==> src/rtl/fetch_stage_pkg.sv <==
// Shared constants and state encoding for the instruction fetch stage.
package fetch_stage_pkg;

    localparam logic [31:0] NOP_INSTR = 32'h0000_0000;
    localparam logic [31:0] PC_STEP   = 32'd4;
    localparam logic [31:0] RESET_PC  = 32'h0000_0000;
    localparam int          CNT_W     = 16;

    typedef enum logic {
        IDLE = 1'b0,
        RUN  = 1'b1
    } state_t;

endpackage

==> src/rtl/fetch_stage_sat_counter.sv <==
// Up-counter that sticks at all-ones instead of wrapping.
module sat_counter #(
    parameter int W = 16
) (
    input  logic         clk,
    input  logic         rst_n,
    input  logic         en,
    output logic [W-1:0] count
);

    always_ff @(posedge clk or negedge rst_n) begin
        if (!rst_n)
            count <= '0;
        else if (en && (count != {W{1'b1}}))
            count <= count + 1'b1;
    end

endmodule

==> src/rtl/fetch_stage.sv <==
// IF stage: PC register, IF/ID pipeline register, and stall/squash statistics.
module fetch_stage
    import fetch_stage_pkg::*;
(
    input  logic             clk_i,
    input  logic             rst_i,
    input  logic             start_i,
    input  logic             stall_i,
    input  logic             flush_i,
    input  logic             branch_taken_i,
    input  logic [31:0]      branch_target_i,
    input  logic             jump_i,
    input  logic [31:0]      jump_target_i,
    input  logic [31:0]      imem_instr_i,
    output logic [31:0]      imem_addr_o,
    output logic [31:0]      ifid_pc_o,
    output logic [31:0]      ifid_instr_o,
    output logic             ifid_valid_o,
    output logic [CNT_W-1:0] stall_cnt_o,
    output logic [CNT_W-1:0] flush_cnt_o
);

    state_t      state;
    logic [31:0] pc;
    logic [31:0] pc_next;
    logic [31:0] target;
    logic        run;
    logic        redirect;
    logic        stall_en;
    logic        flush_en;

    assign run      = (state == RUN);
    assign redirect = branch_taken_i || jump_i;
    // Branch beats jump when both fire in the same cycle.
    assign target   = branch_taken_i ? branch_target_i : jump_target_i;
    assign pc_next  = pc + PC_STEP;

    assign stall_en = run && !redirect && !flush_i && stall_i;
    assign flush_en = run && (redirect || flush_i);

    assign imem_addr_o = pc;

    always_ff @(posedge clk_i or negedge rst_i) begin
        if (!rst_i) begin
            state        <= IDLE;
            pc           <= RESET_PC;
            ifid_pc_o    <= 32'h0;
            ifid_instr_o <= NOP_INSTR;
            ifid_valid_o <= 1'b0;
        end else begin
            case (state)
                IDLE: begin
                    if (start_i)
                        state <= RUN;
                end
                RUN: begin
                    if (redirect) begin
                        pc           <= {target[31:2], 2'b00};
                        ifid_pc_o    <= 32'h0;
                        ifid_instr_o <= NOP_INSTR;
                        ifid_valid_o <= 1'b0;
                    end else if (flush_i) begin
                        pc           <= pc_next;
                        ifid_pc_o    <= 32'h0;
                        ifid_instr_o <= NOP_INSTR;
                        ifid_valid_o <= 1'b0;
                    end else if (!stall_i) begin
                        pc           <= pc_next;
                        ifid_pc_o    <= pc_next;
                        ifid_instr_o <= imem_instr_i;
                        ifid_valid_o <= 1'b1;
                    end
                end
                default: state <= IDLE;
            endcase
        end
    end

    sat_counter #(.W(CNT_W)) u_stall_cnt (
        .clk   (clk_i),
        .rst_n (rst_i),
        .en    (stall_en),
        .count (stall_cnt_o)
    );

    sat_counter #(.W(CNT_W)) u_flush_cnt (
        .clk   (clk_i),
        .rst_n (rst_i),
        .en    (flush_en),
        .count (flush_cnt_o)
    );

endmodule

==> config.mk <==
export PLATFORM = sky130hd
export DESIGN_NAME = fetch_stage
export DESIGN_NICKNAME = d
export VERILOG_FILES = /design/src/rtl/fetch_stage_pkg.sv /design/src/rtl/fetch_stage_sat_counter.sv /design/src/rtl/fetch_stage.sv
export SDC_FILE = /design/constraint.sdc
export NUM_CORES = 1
export LEC_CHECK = 0
export ABC_AREA = 1
export CORE_MARGIN = 2
export CORE_UTILIZATION = 45
export DETAILED_ROUTE_END_ITERATION = 6
export PLACE_DENSITY = 0.8
export SYNTH_ARGS = -nofsm -noshare
export SYNTH_HDL_FRONTEND = slang
export SYNTH_SLANG_ARGS = --single-unit
==> constraint.sdc <==
create_clock -name clk_i -period 1.77 [get_ports clk_i]
set_input_delay 0.354 -clock clk_i [delete_from_list [all_inputs] [get_ports clk_i]]
set_output_delay 0.354 -clock clk_i [all_outputs]
set_load 0.02 [all_outputs]
==> results.sh, run 1 <==
export IMPL_outcome="finished clean"
export IMPL_htree_levels=4
export IMPL_cp_max_fo=2
export IMPL_skew_ns=0.00896
export IMPL_cts_buffers=17
export IMPL_worst_slack_ns=0.0179
export IMPL_place_ws_ns=-0.361
export IMPL_wl_per_cell_um=16.6
export IMPL_fmaxAchievable_mhz=571
export IMPL_criticalPathCategory="reg -> out"
export IMPL_clock_sinks=127
export IMPL_vias=6428
export IMPL_synth_area_leader_cell="dfrtp_1"
export IMPL_port_buffers=225
export IMPL_reg2reg_depth=8
export IMPL_grt_max_degree=55
export IMPL_viasPerCell=5.17
export IMPL_cts_root_buf="clkbuf_16"
export IMPL_cts_tree="built"
export IMPL_clk_path_buf_depth=2
export IMPL_path_clk_slew_ns=0.06
export IMPL_rows=43
export IMPL_dp_hpwl_um=14600
export IMPL_path_buf_inv=1
export IMPL_rrSetupSlack_ns=0.07
export IMPL_die_x_um=124
export IMPL_hold_path_class="in -> async"
export IMPL_path_depth=1
export IMPL_fin_cells=1244
export IMPL_ir_drop_v=0.000594
export IMPL_startpoint_type="flop"
export IMPL_fin_util_pct=71.3
export IMPL_synth_flop_cell="dfrtp_1"
export IMPL_synth_top_area_share_pct=49.0
export IMPL_yosys_warnings=0
export IMPL_max_stage_delay_ns=0.62
export IMPL_slowest_stage="clkdlybuf4s50_1"
export IMPL_report_final_slew_viol_count=0
export IMPL_area_growth_pct=53.9
export IMPL_placedCellCount=1204
export IMPL_cp_cell_sequence="clkdlybuf4s50_1"
export IMPL_synth_seq_area_share_pct=49.0
export IMPL_ys_ff_latch=127
export IMPL_synthCells=794
export IMPL_regArea_um2=3180
export IMPL_rr_endpoint="u_flush_cnt.count[7]"
export IMPL_wirelength_um=20600
export IMPL_crit_required_ns=1.42
export IMPL_antenna_found_initial=0
export IMPL_drtIter0Drc=475
export IMPL_clk_latency_ns=0.42
export IMPL_coreArea_um2=14000
export IMPL_synth_edf_count=0
export IMPL_drc=0
export IMPL_crit_path_end_kind="output port"
export IMPL_multi_input_area_um2=3050
export IMPL_p_per_area_nw_per_um2=970
export IMPL_fin_hold_ws_ns=0.403
export IMPL_async_reset_ff_share_pct=100
export IMPL_yosysUniqueCellTypes=34
export IMPL_avgSynthCellArea_um2=8.17
export IMPL_die_h_um=124
export IMPL_first_pass_iters=5
export IMPL_antenna_cells=0
export IMPL_hold_viol=0
export IMPL_drive_above_1_share_pct=10.2
export IMPL_finalCritPeriodShare_pct=99.0
export IMPL_grt_ovfl_total=0
export IMPL_fillers=1096
export IMPL_setup_viol=0
export IMPL_syn_area_um2=6480
export IMPL_grt_first_pass_wirelength_um=31300
export IMPL_grt_util_all_layers_pct=26.5
export IMPL_cp_top_family="buffers and inverters"
export IMPL_fin_nets=1157
export IMPL_num_io_pins=232
export IMPL_r2r_start="u_flush_cnt.count[1]"
export IMPL_cp_arrival_ns=1.40
export IMPL_ant_nets=0
export IMPL_place_congestion=0.880
export IMPL_start_util_pct=46.4
export IMPL_grt_pass1_vias=6206
export IMPL_leakage_uw=0.00532
export IMPL_maxCapViolations=0
export IMPL_dieArea_um2=15400
export IMPL_synth_area_leaders="dfrtp_1 49%, nand2_1 14%, a22o_1 8.0%"
export IMPL_period_needed_ns=1.75
[registers in the layout, summed over array words and instances, names as in the netlist]
| signal | count |
|---|---|
| u_flush_cnt.count | 16 |
| ifid_pc_o | 31 |
| ifid_valid_o | 1 |
| ifid_instr_o | 32 |
| imem_addr_o | 30 |
| u_stall_cnt.count | 16 |
| run | 1 |
[cell families (layout without fill, tap and decap cells)]
group                      after synthesis  after routing  share of synthesized area (%)
xor gates and xnor gates                38             38                           5.13
adders and majority gates                3              3                          0.579
DFF                                    127            127                           49.0
AOI/OAI and AO/OA                      120            120                           13.2
buffers and inverters                   87            356                           5.58
and+or+nand+nor                        418            418                           26.5
other                                    1              2                         0.0578
[layout by cell type, fill, tap and decap left out, types with 4 or more instances in the layout]
cell and count:
dfrtp_1 126, nand3_1 28, buf_12 6, nor2_4 7
xor2_1 28, buf_4 35, clkinvlp_4 5, nand4_1 4
inv_1 50, clkinv_4 4, a22o_1 59, nor2_2 4
nand2_1 235, a22oi_1 6, a21oi_1 23, nand3_2 4
o21ai_1 7, bufinv_16 4, clkdlybuf4s50_1 113, nor3_1 17
dlymetal6s2s_1 34, nand3b_1 8, nor2_1 102, xnor2_1 9
clkbuf_16 18, dlygate4sd2_1 77, o21ai_0 16, a31oi_1 6
[where the power goes]
group          leakage, µW  internal, µW  total [µW]  switching, µW
Clock             0.000302          2380        3770           1390
Combinational      0.00337          1020        2330           1310
Sequential         0.00165          3220        3590            366
Total              0.00532          6610        9680           3070
[cell usage after synthesis (2+ instances only)]
master / number
nor2_2: 5
a22o_1: 59
a31oi_1: 6
nand2_2: 3
xnor2_1: 9
nor3_1: 18
o21ai_1: 7
a21oi_1: 23
a221oi_1: 2
buf_1: 6
xor2_1: 29
buf_2: 10
inv_2: 3
clkbuf_1: 12
nand3b_1: 8
ha_1: 3
o21ai_0: 16
nand3_1: 31
inv_1: 50
nor2_1: 107
nand2_1: 237
buf_4: 4
dfrtp_1: 127
a22oi_1: 6
nand4_1: 4
[layer usage]
metal | vias up | wire length (µm) | track usage [%]
met1 | 3051 | 8760 | 34.4
met5 | - | 0 | 0
li1 | 3130 | - | -
met3 | 27 | 1300 | 4.85
met4 | 0 | 363 | 8.29
met2 | 220 | 10200 | 45.1
[final cells by class]
type	instances	area share [%]
tap	180	2.26
sequential	127	31.9
clock inverter	15	2.12
multi-input combinational	581	30.5
inverter	54	2.09
timing repair buffer	269	26.8
clock buffer	17	4.26
timing repair inverter	1	0.0752
[how the worst max path moves through the flow]
stage | slack, ns | startpoint | endpoint
after floorplan | 0.03 | u_stall_cnt.count[0] | u_stall_cnt.count[13]
after global routing | -0.009 | imem_addr_o[5] | imem_addr_o[17]
after global placement | -0.29 | branch_taken_i | u_stall_cnt.count[4]
after detailed placement | -0.36 | branch_taken_i | u_stall_cnt.count[5]
final | 0.02 | ifid_instr_o[4] | ifid_instr_o[4]
after CTS | -0.01 | imem_addr_o[3] | imem_addr_o[20]
[metrics by stage]
stage	TNS (ns)	power, µW	cell area (µm²)
4_1_cts	-0.0123	9620	9720
3_3_place_gp	-23.06	5990	9170
3_5_place_dp	-29.38	6040	9170
6_report	0	9680	9980
5_1_grt	-0.0231	10100	9980
2_1_floorplan	0	4740	6490
[timing repair]
action / 4_1_cts / 5_1_grt
cloned: 0 / 2
buffers inserted: 0 / 5
gates resized for setup: 77 / 63
endpoints found under the hold margin: 32 / 0
hold buffers: 1 / 0
pin swaps: 0 / 6
setup endpoints to repair: 79 / 88
Power figures use the tool's default switching activity.
==> run 2, diff against run 1 <==
CTS_CLUSTER_DIAMETER = 50   (was unset)
clock period = 1.76 ns   (was 1.77 ns; I/O delays follow)
==> run 2 against run 1 <==
Core utilization shrank 0.13 points. Via count grew 1.4%. Worst hold slack gained 0.030 ns. Largest cell class unchanged. Clock-buffer cell count is the same. Critical path depth is the same. Critical endpoint is now ifid_pc_o[20]. Wire length shrank 2.9%. The run now ends with DRC left. Critical path type unchanged. Non-clock buffer count grew 1.
==> results.sh, run 2 (same netlist as run 1, synthesis figures left out) <==
export IMPL_outcome="finished, violations left"
export IMPL_violations="DRC"
export IMPL_ir_drop_v=0.000743
export IMPL_setup_viol=0
export IMPL_area_growth_pct=53.6
export IMPL_finalCritPeriodShare_pct=98.3
export IMPL_fin_nets=1158
export IMPL_cp_max_fo=2
export IMPL_report_final_slew_viol_count=0
export IMPL_num_io_pins=232
export IMPL_criticalPathCategory="reg -> out"
export IMPL_cts_buffers=17
export IMPL_grt_pass1_vias=6081
export IMPL_path_buf_inv=1
export IMPL_cp_top_family="buffers and inverters"
export IMPL_grt_first_pass_wirelength_um=30500
export IMPL_fin_util_pct=71.2
export IMPL_skew_ns=0.00615
export IMPL_fin_hold_ws_ns=0.432
export IMPL_vias=6519
export IMPL_layout_common_cells="234 x nand2_1, 127 x dfrtp_1, 106 x nor2_1, 106 x clkdlybuf4s50_1, 80 x dlygate4sd2_1"
export IMPL_finalPower_uw=9710
export IMPL_maxCapViolations=0
export IMPL_dieArea_um2=15400
export IMPL_viasPerCell=5.24
export IMPL_drc=1
export IMPL_dp_hpwl_um=14600
export IMPL_start_util_pct=46.4
export IMPL_place_congestion=0.907
export IMPL_ant_nets=0
export IMPL_fillers=1151
export IMPL_r2r_start="imem_addr_o[8]"
export IMPL_startpoint_type="flop"
export IMPL_fmaxAchievable_mhz=578
export IMPL_largest_reg_flops=32
export IMPL_die_x_um=124
export IMPL_grt_ovfl_total=0
export IMPL_crit_required_ns=1.41
export IMPL_crit_path_end_kind="output port"
export IMPL_largest_register="ifid_instr_o"
export IMPL_clock_sinks=127
export IMPL_rrSetupSlack_ns=0.08
export IMPL_multi_input_area_um2=3040
export IMPL_grt_max_degree=63
export IMPL_rr_endpoint="imem_addr_o[21]"
export IMPL_hold_viol=0
export IMPL_cp_cell_sequence="clkdlybuf4s50_1"
export IMPL_fin_cells=1245
export IMPL_p_per_area_nw_per_um2=974
export IMPL_rows=43
export IMPL_antenna_cells=0
export IMPL_layout_commonest_cell="nand2_1"
export IMPL_drtIter0Drc=449
export IMPL_clk_path_buf_depth=2
export IMPL_clk_latency_ns=0.42
export IMPL_placedCellCount=1204
export IMPL_cp_arrival_ns=1.38
export IMPL_max_stage_delay_ns=0.62
export IMPL_coreArea_um2=14000
export IMPL_rsz0062_at_grt="true"
export IMPL_cts_root_buf="clkbuf_16"
export IMPL_drive_above_1_share_pct=10.2
export IMPL_period_needed_ns=1.73
export IMPL_leakage_uw=0.00541
export IMPL_cts_tree="built"
export IMPL_die_h_um=124
export IMPL_slowest_stage="clkdlybuf4s50_1"
export IMPL_htree_levels=4
export IMPL_first_pass_iters=7
export IMPL_final_setup_tns_ns=0
export IMPL_hold_path_class="in -> async"
export IMPL_wirelength_um=20000
export IMPL_wl_per_cell_um=16.1
export IMPL_port_buffers=225
export IMPL_path_clk_slew_ns=0.06
export IMPL_reg2reg_depth=8
export IMPL_regArea_um2=3180
export IMPL_grt_util_all_layers_pct=25.9
export IMPL_antenna_found_initial=0
==> run 2: layout make-up <==
class	instances	share of cell area (%)
tap	180	2.26
sequential	127	31.9
timing repair buffer	270	26.7
inverter	54	2.10
timing repair inverter	1	0.0754
clock buffer	17	4.27
multi-input combinational	581	30.5
clock inverter	15	2.14
==> run 2: worst max-delay path by stage <==
stage,from,to,slack (ns),cells after the start
after floorplan,u_stall_cnt.count[0],u_stall_cnt.count[13],0.02,9
after global placement,branch_taken_i,u_stall_cnt.count[4],-0.29,9
after detailed placement,branch_taken_i,u_stall_cnt.count[1],-0.36,9
after CTS,ifid_pc_o[2],ifid_pc_o[2],0.001,1
after global routing,imem_addr_o[8],imem_addr_o[17],-0.06,7
final,ifid_pc_o[20],ifid_pc_o[20],0.03,1
==> run 2: power by group <==
group	internal (µW)	switching (µW)	leakage, µW	total, µW
Sequential	3240	352	0.00166	3590
Clock	2390	1370	0.000306	3760
Combinational	1030	1320	0.00345	2350
==> run 2: per-stage QoR <==
step,cell area [µm²],worst slack [ns]
2_1_floorplan,6490,0.0197
3_3_place_gp,9150,-0.289
3_5_place_dp,9150,-0.361
4_1_cts,9720,0.00150
5_1_grt,9960,-0.0650
6_report,9960,0.0302
==> run 2: per-layer routing <==
layer  GRT usage (%)  vias up  share of wire (%)  wire (µm)
met3            5.27       29                7.7       1540
met2            43.1      242                 49       9750
li1                -     3128                  -          -
met4            8.85        0                1.7        348
met5               0        -                  0          0
met1            33.8     3120                 42       8390
==> run 2: what timing repair did <==
item | in CTS | in global routing
pin swaps | 1 | 9
buffers inserted | 1 | 6
setup endpoints to repair | 86 | 92
cloned | 0 | 1
gates resized for setup | 82 | 63
hold buffers | 1 | 0
endpoints found under the hold margin | 34 | 0
==> run 3, diff against run 2 <==
CORE_UTILIZATION = 46   (was 45)
CTS_CLUSTER_SIZE = 12   (was unset)
PLACE_DENSITY = 0.81   (was 0.8)
SYNTH_HIERARCHICAL = 1   (was unset)
==> run 3 against run 2 <==
Core utilization is 0.34 points lower. Critical path depth stayed put. First-iteration DRC count is 3.8% higher. The run now ends clean. Synthesized area is 6.0% higher. Global-route usage is 0.62 points higher. Cell area is 3.8% higher. Highest routed layer unchanged.
==> results.sh, run 3 <==
export IMPL_outcome="finished clean"
export IMPL_met2_length_um=10700
export IMPL_reg2reg_depth=8
export IMPL_synth_simple_area_share_pct=30.9
export IMPL_place_congestion=0.916
export IMPL_setup_viol=0
export IMPL_muxShareOfSynthArea_pct=0
export IMPL_cts_root_buf="clkbuf_16"
export IMPL_worst_slack_ns=0.0345
export IMPL_grt_max_degree=41
export IMPL_layout_common_cells="294 x nand2_1, 125 x dfrtp_1, 109 x nor2_1, 109 x clkdlybuf4s50_1, 79 x dlygate4sd2_1"
export IMPL_report_final_slew_viol_count=0
export IMPL_start_util_pct=47.1
export IMPL_wirelength_um=21100
export IMPL_area_growth_pct=50.4
export IMPL_dp_hpwl_um=15200
export IMPL_fin_hold_ws_ns=0.400
export IMPL_crit_required_ns=1.41
export IMPL_synth_area_leader_cell="dfrtp_1"
export IMPL_drive_above_1_share_pct=10.7
export IMPL_fin_cells=1312
export IMPL_cts_tree="built"
export IMPL_avgSynthCellArea_um2=7.94
export IMPL_htree_levels=4
export IMPL_route_top_layer_used="met4"
export IMPL_cp_max_fo=2
export IMPL_place_ws_ns=-0.276
export IMPL_synth_edf_count=0
export IMPL_clock_sinks=127
export IMPL_period_needed_ns=1.73
export IMPL_antenna_cells=0
export IMPL_synth_fa_ha_area_share_pct=0.546
export IMPL_fillers=1140
export IMPL_r2r_start="imem_addr_o[2]"
export IMPL_yosysMostFrequentCell="nand2_1"
export IMPL_coreArea_um2=14600
export IMPL_synth_top_area_share_pct=46.2
export IMPL_p_per_area_nw_per_um2=958
export IMPL_criticalPathCategory="reg -> out"
export IMPL_grt_first_pass_wirelength_um=33900
export IMPL_port_buffers=225
export IMPL_ir_drop_v=0.000706
export IMPL_placed_area_um2=9570
export IMPL_syn_area_um2=6880
export IMPL_ys_ff_latch=127
export IMPL_dieArea_um2=15900
export IMPL_path_clk_slew_ns=0.05
export IMPL_fmaxAchievable_mhz=580
export IMPL_wl_met1_um=8660
export IMPL_wl_met3_um=1360
export IMPL_cp_cell_sequence="clkdlybuf4s50_1"
export IMPL_final_area_um2=10300
export IMPL_num_io_pins=232
export IMPL_synth_seq_area_share_pct=46.2
export IMPL_synth_top_family_by_area="simple AND/OR/NAND/NOR gates"
export IMPL_first_pass_iters=5
export IMPL_layout_commonest_cell="nand2_1"
export IMPL_largest_reg_flops=32
export IMPL_grt_util_all_layers_pct=26.5
export IMPL_max_stage_delay_ns=0.60
export IMPL_hold_path_class="in -> async"
export IMPL_maxCapViolations=0
export IMPL_viasPerCell=5.31
export IMPL_synthCells=866
export IMPL_path_buf_inv=1
export IMPL_largest_register="ifid_instr_o"
export IMPL_vias=6967
export IMPL_rows=44
export IMPL_antenna_found_initial=0
export IMPL_ant_nets=0
export IMPL_skew_ns=0.00827
export IMPL_rr_endpoint="imem_addr_o[18]"
export IMPL_crit_path_end_kind="output port"
export IMPL_crit_start="ifid_instr_o[29]"
export IMPL_synth_area_leaders="dfrtp_1 46%, nand2_1 16%, a22o_1 7.9%"
export IMPL_rrSetupSlack_ns=0.10
export IMPL_leakage_uw=0.00555
export IMPL_grt_pass1_vias=6875
export IMPL_clk_path_buf_depth=2
export IMPL_synth_compound_area_share_pct=13.0
export IMPL_hold_viol=0
export IMPL_slowest_stage="clkdlybuf4s50_1"
export IMPL_grt_ovfl_total=0
export IMPL_cp_top_family="buffers and inverters"
export IMPL_yosysUniqueCellTypes=32
export IMPL_synth_common_cells="294 x nand2_1, 127 x dfrtp_1, 112 x nor2_1"
export IMPL_drtIter0Drc=466
export IMPL_synth_flop_cell="dfrtp_1"
export IMPL_synth_xor_area_share_pct=3.31
export IMPL_fin_nets=1221
export IMPL_wl_per_cell_um=16.1
export IMPL_placedCellCount=1278
export IMPL_drc=0
export IMPL_path_depth=1
export IMPL_rsz0062_at_grt="true"
export IMPL_yosys_warnings=6
export IMPL_clk_latency_ns=0.42
export IMPL_crit_path_end="ifid_instr_o[29]"
export IMPL_cp_arrival_ns=1.37
export IMPL_finalCritPeriodShare_pct=98.0
export IMPL_startpoint_type="flop"
export IMPL_cts_buffers=17
export IMPL_async_reset_ff_share_pct=100
export IMPL_die_x_um=126
export IMPL_die_h_um=126
[run 3: repair_timing]
| action | CTS | global route |
|---|---|---|
| resized for setup | 79 | 48 |
| setup endpoints to repair | 79 | 64 |
| endpoints found under the hold margin | 29 | 0 |
| hold buffers | 1 | 0 |
| pin swaps | 0 | 2 |
| setup buffers | 0 | 1 |
[run 3: worst min-delay path by stage]
stage               slack [ns]                     to  cells past startpoint
finish                    0.40  u_stall_cnt/count[11]                      2
global route              0.42   u_stall_cnt/count[9]                      2
CTS                       0.39   u_stall_cnt/count[9]                      2
detailed placement        0.26   u_stall_cnt/count[7]                      1
global placement          0.25   u_stall_cnt/count[7]                      1
floorplan                 0.06        ifid_instr_o[0]                      0
[run 3: report_power, final]
group | internal (µW) | switching (µW)
Combinational | 915 | 1170
Clock | 2980 | 1270
Sequential | 3190 | 374
Total | 7090 | 2810
[run 3: cells by family (layout without fill, tap and decap cells)]
kind of cell / Yosys count / in the layout
buffers and inverters: 91 / 352
AOI/OAI and AO/OA: 123 / 123
DFF: 127 / 127
and+or+nand+nor: 495 / 495
xor gates and xnor gates: 26 / 26
adders and majority gates: 3 / 3
other: 1 / 2
[run 3: cell type report]
type | instances | area [µm²] | area share, %
multi-input combinational | 649 | 3330 | 32.2
sequential | 127 | 3180 | 30.8
timing repair buffer | 264 | 2670 | 25.8
clock buffer | 22 | 494 | 4.78
tap | 184 | 230 | 2.23
clock inverter | 10 | 228 | 2.20
inverter | 56 | 210 | 2.03
[run 3: metal layers]
| metal | vias up | GRT usage (%) |
|---|---|---|
| li1 | 3315 | - |
| met1 | 3313 | 33.5 |
| met2 | 292 | 45.1 |
| met3 | 47 | 6.12 |
| met4 | 0 | 8.92 |
| met5 | - | 0 |
[run 3: through the flow]
stage,TNS (ns),utilization [%],power [µW]
after floorplan,0,-,4660
after global placement,-19.35,65.6,5780
after detailed placement,-23.91,65.6,5830
after CTS,0,69.9,9960
after global routing,-0.0411,70.9,10300
final,0,70.9,9910
